`src/rtl/microcode_sequencer.sv`:
```
// Micro-program sequencer: walks the microcode ROM, resolves JMP/BRZ/HALT locally
// and offers every other word to the datapath over a valid/ready handshake.
`timescale 1ns/1ps
module microcode_sequencer #(
  parameter int ROM_addressBits = 6,
  parameter int RF_addressBits  = 3
) (
  input  logic                        clk,
  input  logic                        rst_n,
  input  logic                        start,
  input  logic                        abort,
  input  logic                        zero_flag,
  output logic                        ROM_readEnable,
  output logic [ROM_addressBits-1:0]  ROM_address,
  input  logic [3+2*RF_addressBits:0] ROM_data,
  output logic                        instr_valid,
  input  logic                        instr_ready,
  output logic [3:0]                  instr_opcode,
  output logic [RF_addressBits-1:0]   instr_a,
  output logic [RF_addressBits-1:0]   instr_b,
  output logic [ROM_addressBits-1:0]  pc,
  output logic                        busy,
  output logic                        done
);
  localparam int N = RF_addressBits;
  localparam logic [3:0] OP_JMP  = 4'hF;
  localparam logic [3:0] OP_BRZ  = 4'hE;
  localparam logic [3:0] OP_HALT = 4'hD;

  typedef enum logic [1:0] {
    S_IDLE   = 2'd0,
    S_FETCH  = 2'd1,
    S_EXEC   = 2'd2,
    S_HALTED = 2'd3
  } state_t;

  state_t                     r_state;
  state_t                     w_state_next;
  logic [ROM_addressBits-1:0] r_pc;
  logic [ROM_addressBits-1:0] w_pc_next;
  logic [ROM_addressBits-1:0] w_pc_inc;
  logic [ROM_addressBits-1:0] w_target;
  logic [3:0]                 w_opcode;
  logic                       w_is_ctrl;

  assign w_opcode  = ROM_data[3+2*N:2*N];
  assign w_target  = ROM_addressBits'(ROM_data[2*N-1:0]);
  assign w_pc_inc  = r_pc + ROM_addressBits'(1);
  assign w_is_ctrl = (w_opcode == OP_JMP) || (w_opcode == OP_BRZ) || (w_opcode == OP_HALT);

  // State and micro-PC registers
  always_ff @(posedge clk or negedge rst_n) begin
    if (!rst_n) begin
      r_state <= S_IDLE;
      r_pc    <= '0;
    end else begin
      r_state <= w_state_next;
      r_pc    <= w_pc_next;
    end
  end

  // Next-state and next-pc decode; abort wins over every other transition
  always_comb begin
    w_state_next = r_state;
    w_pc_next    = r_pc;
    if (abort) begin
      w_state_next = S_IDLE;
      w_pc_next    = r_pc;
    end else begin
      case (r_state)
        S_IDLE, S_HALTED: begin
          if (start) begin
            w_pc_next    = '0;
            w_state_next = S_FETCH;
          end else begin
            w_state_next = r_state;
          end
        end
        S_FETCH: w_state_next = S_EXEC;
        S_EXEC: begin
          case (w_opcode)
            OP_JMP: begin
              w_pc_next    = w_target;
              w_state_next = S_FETCH;
            end
            OP_BRZ: begin
              w_pc_next    = zero_flag ? w_target : w_pc_inc;
              w_state_next = S_FETCH;
            end
            OP_HALT: w_state_next = S_HALTED;
            default: begin
              if (instr_ready) begin
                w_pc_next    = w_pc_inc;
                w_state_next = S_FETCH;
              end else begin
                w_state_next = S_EXEC;
              end
            end
          endcase
        end
        default: w_state_next = S_IDLE;
      endcase
    end
  end

  // ROM_data is held by the ROM during EXEC, so the offer stays stable without a copy
  assign ROM_readEnable = (r_state == S_FETCH);
  assign ROM_address    = r_pc;
  assign pc             = r_pc;
  assign busy           = (r_state == S_FETCH) || (r_state == S_EXEC);
  assign done           = (r_state == S_HALTED);
  assign instr_valid    = (r_state == S_EXEC) && !w_is_ctrl;
  assign instr_opcode   = w_opcode;
  assign instr_a        = ROM_data[2*N-1:N];
  assign instr_b        = ROM_data[N-1:0];
endmodule

```
`config.mk`:
```
export PLATFORM = sky130hd
export DESIGN_NAME = microcode_sequencer
export DESIGN_NICKNAME = d
export VERILOG_FILES = /design/src/rtl/microcode_sequencer.sv
export SDC_FILE = /design/constraint.sdc
export NUM_CORES = 1
export LEC_CHECK = 0
export ABC_AREA = 1
export BUFFER_PORTS_ARGS = -buffer_cell sky130_fd_sc_hd__buf_4
export CORE_ASPECT_RATIO = 1.1
export CORE_MARGIN = 4
export CORE_UTILIZATION = 40
export DETAILED_ROUTE_END_ITERATION = 8
export MAX_ROUTING_LAYER = met4
export PLACE_DENSITY = 0.74
export SLEW_MARGIN = 30
export SYNTH_ARGS = -nofsm -noshare
export SYNTH_HDL_FRONTEND = slang
export SYNTH_SLANG_ARGS = --single-unit
```
`constraint.sdc`:
```
create_clock -name clk -period 1.6 [get_ports clk]
set_input_delay 0.16 -clock clk [delete_from_list [all_inputs] [get_ports clk]]
set_output_delay 0.16 -clock clk [all_outputs]
set_load 0.1 [all_outputs]
```
Word-level counts from Yosys, hierarchy flattened
Cells that the tools add are included.

cells by class
  add/subtract/negate cells = 1
  muxes and demuxes = 10
  bitwise logic cells = 1
  reductions and logical operators = 10
  equal/unequal tests = 10

operators with widths
  operator             count
  $mux 6               3
  $pmux 6 s3           1
  $eq 4x4->1 const B   3
  $pmux 6 s2           1
  $add 6x1->6 const B  1
  $mux 2               3
  $pmux 2 s3           1
  $reduce_and 5->1     1
  $eq 2x2->1 const B   2
  $ne 2x2->1 const B   2
  $ne 4x4->1 const B   1
  $pmux 2 s2           1
  $reduce_or 2->1      2
  $logic_or 1x1->1     3
  $ne 3x3->1 const B   1
  $eq 2x1->1 const B   1
  $logic_not 2->1      1
  $reduce_bool 2->1    1
  $logic_and 1x1->1    1
  $logic_not 1->1      1
  $not 1->1            1

storage, ports and cells
  input bits = 16
  bits in registers = 8
  output and inout port bits = 26
  word-level logic and storage cells = 34

Longest topological paths before layout
Gate-level depths: netlist of the first run.

  word-level depth = 5
  gate-level depth with buffers = 9
  gate-level depth less buffers = 9

Least setup slack after synthesis of the first run
Ideal clock, no wire load.

  kind = register -> output
  from = reg r_state[0]
  to = out instr_valid
  stages on the path, launching flop included = 5
  buffers on the path = 0
  data arrival time = 1.962 ns
  slack = -0.522 ns
  data required time = 1.440 ns
  cell sequence = dfrtp_1 -> inv_1 -> ha_1 -> nand2_2 -> nor2_1

on the way
  cells in the longest elaborated chain, start to end = 2

ends and longest elaborated chain
  element                 line  source
  from (decl)             37    state_t r_state;
  from (signal assigned)  57    r_state <= w_state_next;
  $eq 2x2->1              112   assign instr_valid = (r_state == S_EXEC) && !w_is_ctrl;
  $logic_and 1x1->1       112
  to (decl)               16    output logic instr_valid,

Every way passes these cells.

Worst setup path after layout of the first run
  from = reg r_state[0]
  to = out busy

on the way
  cells in the longest elaborated chain, start to end = 2
  elaborated cells between the ends (all ways) = 3
  those cells by class = eq/ne: 2; reduce/logical: 1

ends and longest elaborated chain
  element                                   line  source
  $eq 2x1->1 or $eq 2x2->1 (tied branches)  110   assign busy = (r_state == S_FETCH) || (r_state == S_EXEC);
  $logic_or 1x1->1 (*)                      110
  to (decl)                                 22    output logic busy,

Every way passes the cells marked *; elsewhere a longest branch is shown, timed or not.

==> results of run 1 <==
==> cell type report <==
| class | instances | area share |
|---|---|---|
| clock buffers | 4 | 0.02555 |
| multi-input cells | 62 | 0.3893 |
| inverters | 13 | 0.05109 |
| flip-flops and latches | 8 | 0.1995 |
| well taps | 18 | 0.02190 |
| repair buffers | 42 | 0.3127 |
==> placed cells by master (no fill, tap or decap) <==
master / n
sky130_fd_sc_hd__buf_4: 40
sky130_fd_sc_hd__nand2_1: 22
sky130_fd_sc_hd__inv_1: 9
sky130_fd_sc_hd__nand3_1: 8
sky130_fd_sc_hd__o21ai_0: 5
sky130_fd_sc_hd__dfrtp_2: 4
sky130_fd_sc_hd__dfrtp_1: 4
sky130_fd_sc_hd__inv_2: 3
sky130_fd_sc_hd__or2_0: 3
sky130_fd_sc_hd__clkbuf_4: 3
sky130_fd_sc_hd__nand3_2: 2
sky130_fd_sc_hd__nand2_2: 2
sky130_fd_sc_hd__nor3_1: 2
sky130_fd_sc_hd__nor2_1: 2
sky130_fd_sc_hd__nand3b_1: 2
sky130_fd_sc_hd__o21a_1: 2
sky130_fd_sc_hd__ha_1: 2
sky130_fd_sc_hd__clkinvlp_4: 1
sky130_fd_sc_hd__nor2_4: 1
sky130_fd_sc_hd__a21oi_4: 1
sky130_fd_sc_hd__o22ai_1: 1
sky130_fd_sc_hd__nand3_4: 1
sky130_fd_sc_hd__nor2_8: 1
sky130_fd_sc_hd__nor2_2: 1
sky130_fd_sc_hd__or2_1: 1
sky130_fd_sc_hd__o21ai_1: 1
sky130_fd_sc_hd__ha_4: 1
sky130_fd_sc_hd__ha_2: 1
sky130_fd_sc_hd__clkbuf_1: 1
sky130_fd_sc_hd__dlygate4sd3_1: 1
sky130_fd_sc_hd__buf_6: 1
==> layer usage <==
layer	wire (um)	vias to the layer above	GRT usage
met1	642	298	0.1424
met5	0	-	-
met2	925	31	0.2597
met4	0	0	0.08072
li1	-	358	-
met3	143	0	0.03380
==> where the power goes <==
group	total (mW)	switching, mW	internal [mW]	leakage (nW)
sequential	0.245	0.0229	0.222	0.104
clock	0.173	0.0770	0.0959	0.0150
combinational	0.714	0.538	0.176	0.450
total	1.13	0.638	0.494	0.569
==> stage by stage <==
step	power [mW]	hold slack, ps	utilization
floorplan	0.8485	-135.6	-
global placement	0.9527	-18.51	0.5611
CTS	1.139	216.5	0.5817
detailed placement	0.9626	-14.66	0.5611
global route	1.187	227.7	0.5838
finish	1.132	221.0	0.5838
==> logic make-up after synthesis <==
logic type | synth area share
flip-flops | 0.2698
buffers and inverters | 0.2277
AND/OR/NAND/NOR | 0.3440
AO/OA/AOI/OAI | 0.09106
adder cells (fa/ha/maj) | 0.06746
==> what timing repair did <==
action | 4_1_cts | 5_1_grt
hold buffers | 1 | 0
resized for setup | 0 | 1
endpoints found under the hold margin | 8 | 0
endpoints found under the setup margin | 0 | 1
==> path summary, 6_finish.rpt <==
check / slack [ps] / depth (start not counted) / to / start
hold reg to reg: 540 / 2 / ROM_address[1] / ROM_address[1]
max in group asynchronous: 1180 / 2 / ROM_address[3] / rst_n
hold / removal: 220 / 4 / r_state[1] / abort
setup / recovery: 70 / 4 / busy / r_state[0]
min in group asynchronous: 270 / 2 / ROM_address[4] / rst_n
setup reg to reg: 170 / 7 / ROM_address[3] / r_state[0]
==> flip-flops by register name (all words and copies together) (netlist names) <==
register / count
r_state: 2
ROM_address: 6
==> synthesized netlist by cell type (3+ instances only) <==
| master | n | area share |
|---|---|---|
| sky130_fd_sc_hd__nor2_1 | 3 | 0.015 |
| sky130_fd_sc_hd__nand3_1 | 9 | 0.061 |
| sky130_fd_sc_hd__inv_2 | 3 | 0.015 |
| sky130_fd_sc_hd__inv_1 | 10 | 0.051 |
| sky130_fd_sc_hd__buf_4 | 16 | 0.16 |
| sky130_fd_sc_hd__nand2_1 | 22 | 0.11 |
| sky130_fd_sc_hd__ha_1 | 4 | 0.067 |
| sky130_fd_sc_hd__o21ai_0 | 5 | 0.034 |
| sky130_fd_sc_hd__or2_0 | 3 | 0.025 |
| sky130_fd_sc_hd__dfrtp_1 | 8 | 0.27 |
==> worst min-delay path, stage by stage <==
cell,delay (ps)
sky130_fd_sc_hd__buf_4,100
sky130_fd_sc_hd__inv_1,50
sky130_fd_sc_hd__nand3_2,60
sky130_fd_sc_hd__o21ai_1,50
==> results.txt, run 1 <==
Yosys printed 0 warnings. The via total after detailed routing came out at a little under 700. The width of the die came out at 49.07 um.

The cell family with the largest share of critical-path delay is buffers and inverters. The clock transition at the registers of the reported paths came out at ~60 ps. The final hold violation count came out at 0.

The initial DRC count came out at 5. The worst-skew pair later-pin latency is 260 ps. The post-CTS setup buffer count is 0.

Relative to the synthesized area, the layout overhead comes to 38.62%. The setup violation total in the final timing report came out at 0. The via count normalized by instance count came out at 4.673. For this run, the slowest stage of the critical path takes 400 ps.

Summed over all layers, the global routing overflow is 0. The smallest setup slack after layout came out at 71.00 ps. The number of max-slew violations in the final report is 0. The iteration count of the initial detailed-routing pass came out at 4. Synthesis inferred 8 register bits. The count of buffering cells on the critical path with inverters included is 3. The area used by multi-input combinational logic came out at 400.4 um2. The floorplan step defined a die boundary enclosing 2609 um2. On the critical path, the stage with the largest delay is an instance of sky130_fd_sc_hd__dfrtp_1. The number of filler instances in the final layout is between 150 and 200. STA classifies the critical path endpoint as an output port.

The area of the placeable core is 1762 um2. The total DRC errors in the routed layout came out at 0. The synthesized net count is 119. The number of antenna violations at the first check in global routing came to 0. The maximum level of the CTS H-tree is 1.

IR analysis of the VDD net gives a maximum drop of 0.8307 mV. The critical path goes through inv_1 -> ha_4 -> clkinvlp_4 -> buf_4. The number of I/O port buffers came out at 41. The largest net degree at the start of global routing came out at 10.

The via count of the first global-routing pass came out at 722. The placed cell area is 988.4 um2. The data arrival time of the worst path came out at around 1400 ps. Power spread over the standard cell area amounts to approximately 1100 nW/um2. The post-detailed-placement half-perimeter wirelength is 1.451 mm. The count of clock tree sinks is 8. The routed wire length is ~1.7 mm.

The run finished with clean final reports. The number of synthesized flops with an enable pin came out at 0. The maximum achievable frequency came out at 0.6540 GHz. The sequential cells in the finished layout cover a total of 205.2 um2. The buffer levels on the longest clock path came out at 2.

The number of standard cells after synthesis is 99. The global placer's final weighted congestion came out at around 0.82. Max-cap violations in this run came to 0. The placement row count is 16. The proportion of synthesized chip area in sequential cells came out at 0.2698. At the pin with the least slew margin, the transition time is 281.5 ps. In the synthesized netlist the async set-or-reset flop fraction comes to 1.000.

The chip height is 53.17 um. The total placed cells including tap cells came out at 142. The antenna diode instance count is 0.

The most used flip-flop cell after synthesis is sky130_fd_sc_hd__dfrtp_1. The final worst-path cycle share is 0.9556. Setup repair after global routing left no endpoint under its margin.

The headroom to the max-slew limit is 0.8139. The boundary pin count came out at 42. The startpoint type of the worst setup path is a register. The CTS buffer count came out at 3. In this run the static leakage power is 0.5686 nW.

The startpoint-to-endpoint class of the critical path is register to output port. TritonCTS built the clock tree. In this run the worst hold path is classified as input pin to register. The initial utilization of the core area, before any placement, comes to 0.4212. The required time at the worst-slack endpoint is 1440 ps. The global-route usage over all layers is 0.1438.

The biggest fanout along the worst timing path came out at 3. After routing, the total negative slack on setup checks comes to 0 ps. For the finished layout, the period the worst path requires is 1529 ps.

The post-synthesis cell area is roughly 740 um2. The post-route non-filler standard cell count came out at approximately 150. The post-synthesis area per instance came out at roughly 7.5 um2.

The final clock skew is just over 8 ps. The final instance area is just over 1000 um2. OpenSTA, run right after detailed placement, puts the worst setup slack at 160.8 ps. After detailed routing, the average wire length per cell comes to 11.63 um.

The number of nets at the end of the flow came out at 150. The tree is rooted in a sky130_fd_sc_hd__clkbuf_4. The layout cell share with drive strength beyond 1 came out at 0.4884. The global-route wire length before repair is between 2 and 3 mm. The count of distinct cell types in the synthesized netlist is 22. The post-route antenna net violation count is 0.
Note: power is estimated with default switching activity, not from simulation.
==> inputs of run 2 (changes only) <==
--- a/config.mk
+++ b/config.mk
@@ -13,6 +13,7 @@
 export DETAILED_ROUTE_END_ITERATION = 8
 export MAX_ROUTING_LAYER = met4
 export PLACE_DENSITY = 0.74
+export SETUP_SLACK_MARGIN = 0.2
 export SLEW_MARGIN = 30
 export SYNTH_ARGS = -nofsm -noshare
 export SYNTH_HDL_FRONTEND = slang
==> run 2 against run 1 <==
Via count rose by 8.2%. Critical path depth fell by 1. First-iteration DRC count rose by 40%. Hold slack got worse by 5.5 ps. Register-to-register slack improved by 30 ps. Sequential cell count did not move. Clock-buffer cell count fell by 1. Fmax rose by 6.1%. Core utilization rose by 8.3 points. Routed wire length rose by 1.2%. Critical path type unchanged.
==> results.txt, run 2 (synthesis results as in run 1) <==
The final clock skew is roughly 10 ps. The endpoint of the lowest-slack register-to-register path is ROM_address[5]. The post-detailed-placement half-perimeter wirelength is 1.443 mm.

In the layout the commonest cells are sky130_fd_sc_hd__buf_4 (42), sky130_fd_sc_hd__nand2_1 (19), sky130_fd_sc_hd__inv_1 (8). The signed area change from the synthesized netlist to the final layout is 58.35%. The floorplan die area is 2609 um2. For this run, the top clock speed supported by timing is 0.6939 GHz. The clock period minus final worst setup slack came out at 1441 ps. The final hold violation count came out at 0.

For flop-to-flop paths, the worst setup slack is 200 ps. The critical path goes through ha_4 -> clkinvlp_4 -> buf_12. The largest net degree at the start of global routing came out at 10. The overflow left after global routing is 0. The routed layout has 743 vias.

The boundary pin count is 42. The core utilization of the finished layout came out at 0.6669. The number of nets at the end of the flow came out at 157. The root cell of the clock tree is sky130_fd_sc_hd__clkbuf_4. The flow ran to the end, and the final reports show no timing, DRC or antenna violations. The number of filler instances in the final layout is 154. The routed wire length is 1.730 mm. After detailed routing, the average wire length per cell comes to between 10 and 15 um. The post-route antenna net violation count came out at 0. The first TritonRoute pass finished after 4 iterations. The tool flagged a number of max-cap violations equal to 0. The initial DRC count is 7. The library cell used most frequently in the layout, excluding fill and tap cells, is sky130_fd_sc_hd__buf_4.

The power density over the cells is 1074 nW/um2. The hold-critical path depth came out at 4. The area used by multi-input combinational logic came out at 450.4 um2. The worst reg-to-reg path cell count came out at 7. The area of the placeable core came out at 1762 um2. The number of antenna diodes in the final layout is 0. The layout cell share with drive strength beyond 1 is 0.6000. The worst setup path is of the register to output port kind. The biggest fanout along the worst timing path is 3. The worst hold path terminates at r_state[1]. The count of clock tree sinks came out at 8. The via count normalized by instance count came out at 4.856.

In the global route stage, overall resource usage came out at 0.1445. Summed over all cells, the static leakage comes to 0.6091 nW. The clock transition at the registers of the reported paths is about 60 ps. For this run, global-route usage on met3 was measured as 0.03944. After global routing, the most crowded layer is met2.

The cell family with the largest share of critical-path delay is flip-flops. The fraction of met1 tracks used by global routing is 0.1495. The capturing element type of the critical path is an output port. The final-layout setup total negative slack came out at 0 ps. Setup repair after global routing could not meet its margin everywhere. The headroom to the max-slew limit is 0.8132.

The worst hold slack across all endpoints came out at 215.5 ps. The worst-skew pair later-pin latency is 250 ps. The total DRC errors in the routed layout came out at 0. The number of antenna violations at the first check in global routing is 0. The worst register-to-register path begins at r_state[0]. The setup slack after placement came out at 172.6 ps. The CTS buffer count came out at 3.

The die is a little under 50 um wide. Data on the critical path is required at its endpoint by 1440 ps. The worst supply voltage drop on vdd came out at roughly 0.92 mV. The flip-flop count of the largest register, all copies and words added came out at 6. The count of buffering cells on the critical path with inverters included is 2. The routing usage on met2 came out at 0.2618. The number of max-slew violations in the final report was 0. The buffer levels on the longest clock path came out at 2. The global placer's final weighted congestion came out at 0.8225. The largest individual stage delay along the critical path comes from the cell sky130_fd_sc_hd__dfrtp_1. The number of I/O port buffers came out at 41. In this run the number of cells on the critical path is 3. The startpoint identified for the worst hold timing path is abort. The total area of sequential cells came out at 216.5 um2. The placement row count came out at 16.

The smallest setup slack after layout came out at 158.8 ps. CTS built an H-tree with a depth of 1. The data arrival time of the worst path came out at 1280 ps.

The chip height came out at 53.17 um. The global-route wire length before repair is 2.932 mm. The via count of the first global-routing pass is around 710. STA classifies the critical path startpoint as a register. The final worst-path cycle share is 0.9008. The initial core utilization came out at 0.4212.

The clock tree from TritonCTS is done. On the worst path, the slowest cell contributes a delay of 420 ps. The min-delay analysis places its worst path in the category input pin to register. The actual transition at the worst max-transition pin came out at approximately 280 ps. Setup violations remaining at the end of the flow were counted as 0.
==> run 2: changes by cell type in the layout (fill, tap and decap cells not counted), sizes merged <==
| cell | change |
|---|---|
| buf | +7 |
| clkbuf | -1 |
==> run 2: what timing repair did <==
action,in CTS,in global routing
endpoints found under the setup margin,8,10
hold buffers,1,0
gates cloned,0,0
hold endpoints to repair,8,0
setup buffers,4,3
resized for setup,8,10
pin swaps,3,6
==> run 2: area by class of cell <==
class,instances,area share
Clock buffer,3,0.01917
Inverter,13,0.04473
Timing Repair Buffer,49,0.3493
Tap cell,18,0.01917
Multi-Input combinational cell,62,0.3834
Sequential cell,8,0.1842
==> run 2: metrics by stage <==
step | instance area, um2 | power (mW) | cells
3_5_place_dp | 1021 | 0.9771 | 142
6_report | 1175 | 1.262 | 153
2_1_floorplan | 810.8 | 0.8723 | 99
3_3_place_gp | 1021 | 0.9697 | 142
4_1_cts | 1115 | 1.227 | 150
5_1_grt | 1175 | 1.324 | 153
==> run 2: how the worst max path moves through the flow <==
stage                from             end  slack, ps
6_report       r_state[1]            busy        160
5_1_grt        r_state[0]  ROM_address[5]        100
4_1_cts        r_state[1]            busy        150
3_5_place_dp   r_state[0]  ROM_address[5]        170
3_3_place_gp   r_state[0]  ROM_address[5]        220
2_1_floorplan  r_state[0]      r_state[1]         70
==> run 2: worst reg2reg max path, cell delays in order (launching register included) <==
cell,delay [ps]
sky130_fd_sc_hd__dfrtp_2,410
sky130_fd_sc_hd__inv_2,80
sky130_fd_sc_hd__ha_4,220
sky130_fd_sc_hd__a21oi_4,150
sky130_fd_sc_hd__nand3_4,140
sky130_fd_sc_hd__nor2_8,200
sky130_fd_sc_hd__nand3_2,80
sky130_fd_sc_hd__nand2_2,70
==> run 2: where the power goes <==
group | internal, mW | leakage [nW] | switching (mW)
clock network | 0.0857 | 0.0138 | 0.0667
registers | 0.226 | 0.0980 | 0.0242
logic | 0.286 | 0.497 | 0.574
total | 0.597 | 0.609 | 0.665
==> run 2: routing by layer <==
metal | share of wire | vias up | wire [um]
met4 | 0 | 0 | 0
met1 | 0.37 | 327 | 632
met3 | 0.089 | 0 | 154
met5 | 0 | - | 0
met2 | 0.55 | 41 | 943
li1 | - | 375 | -
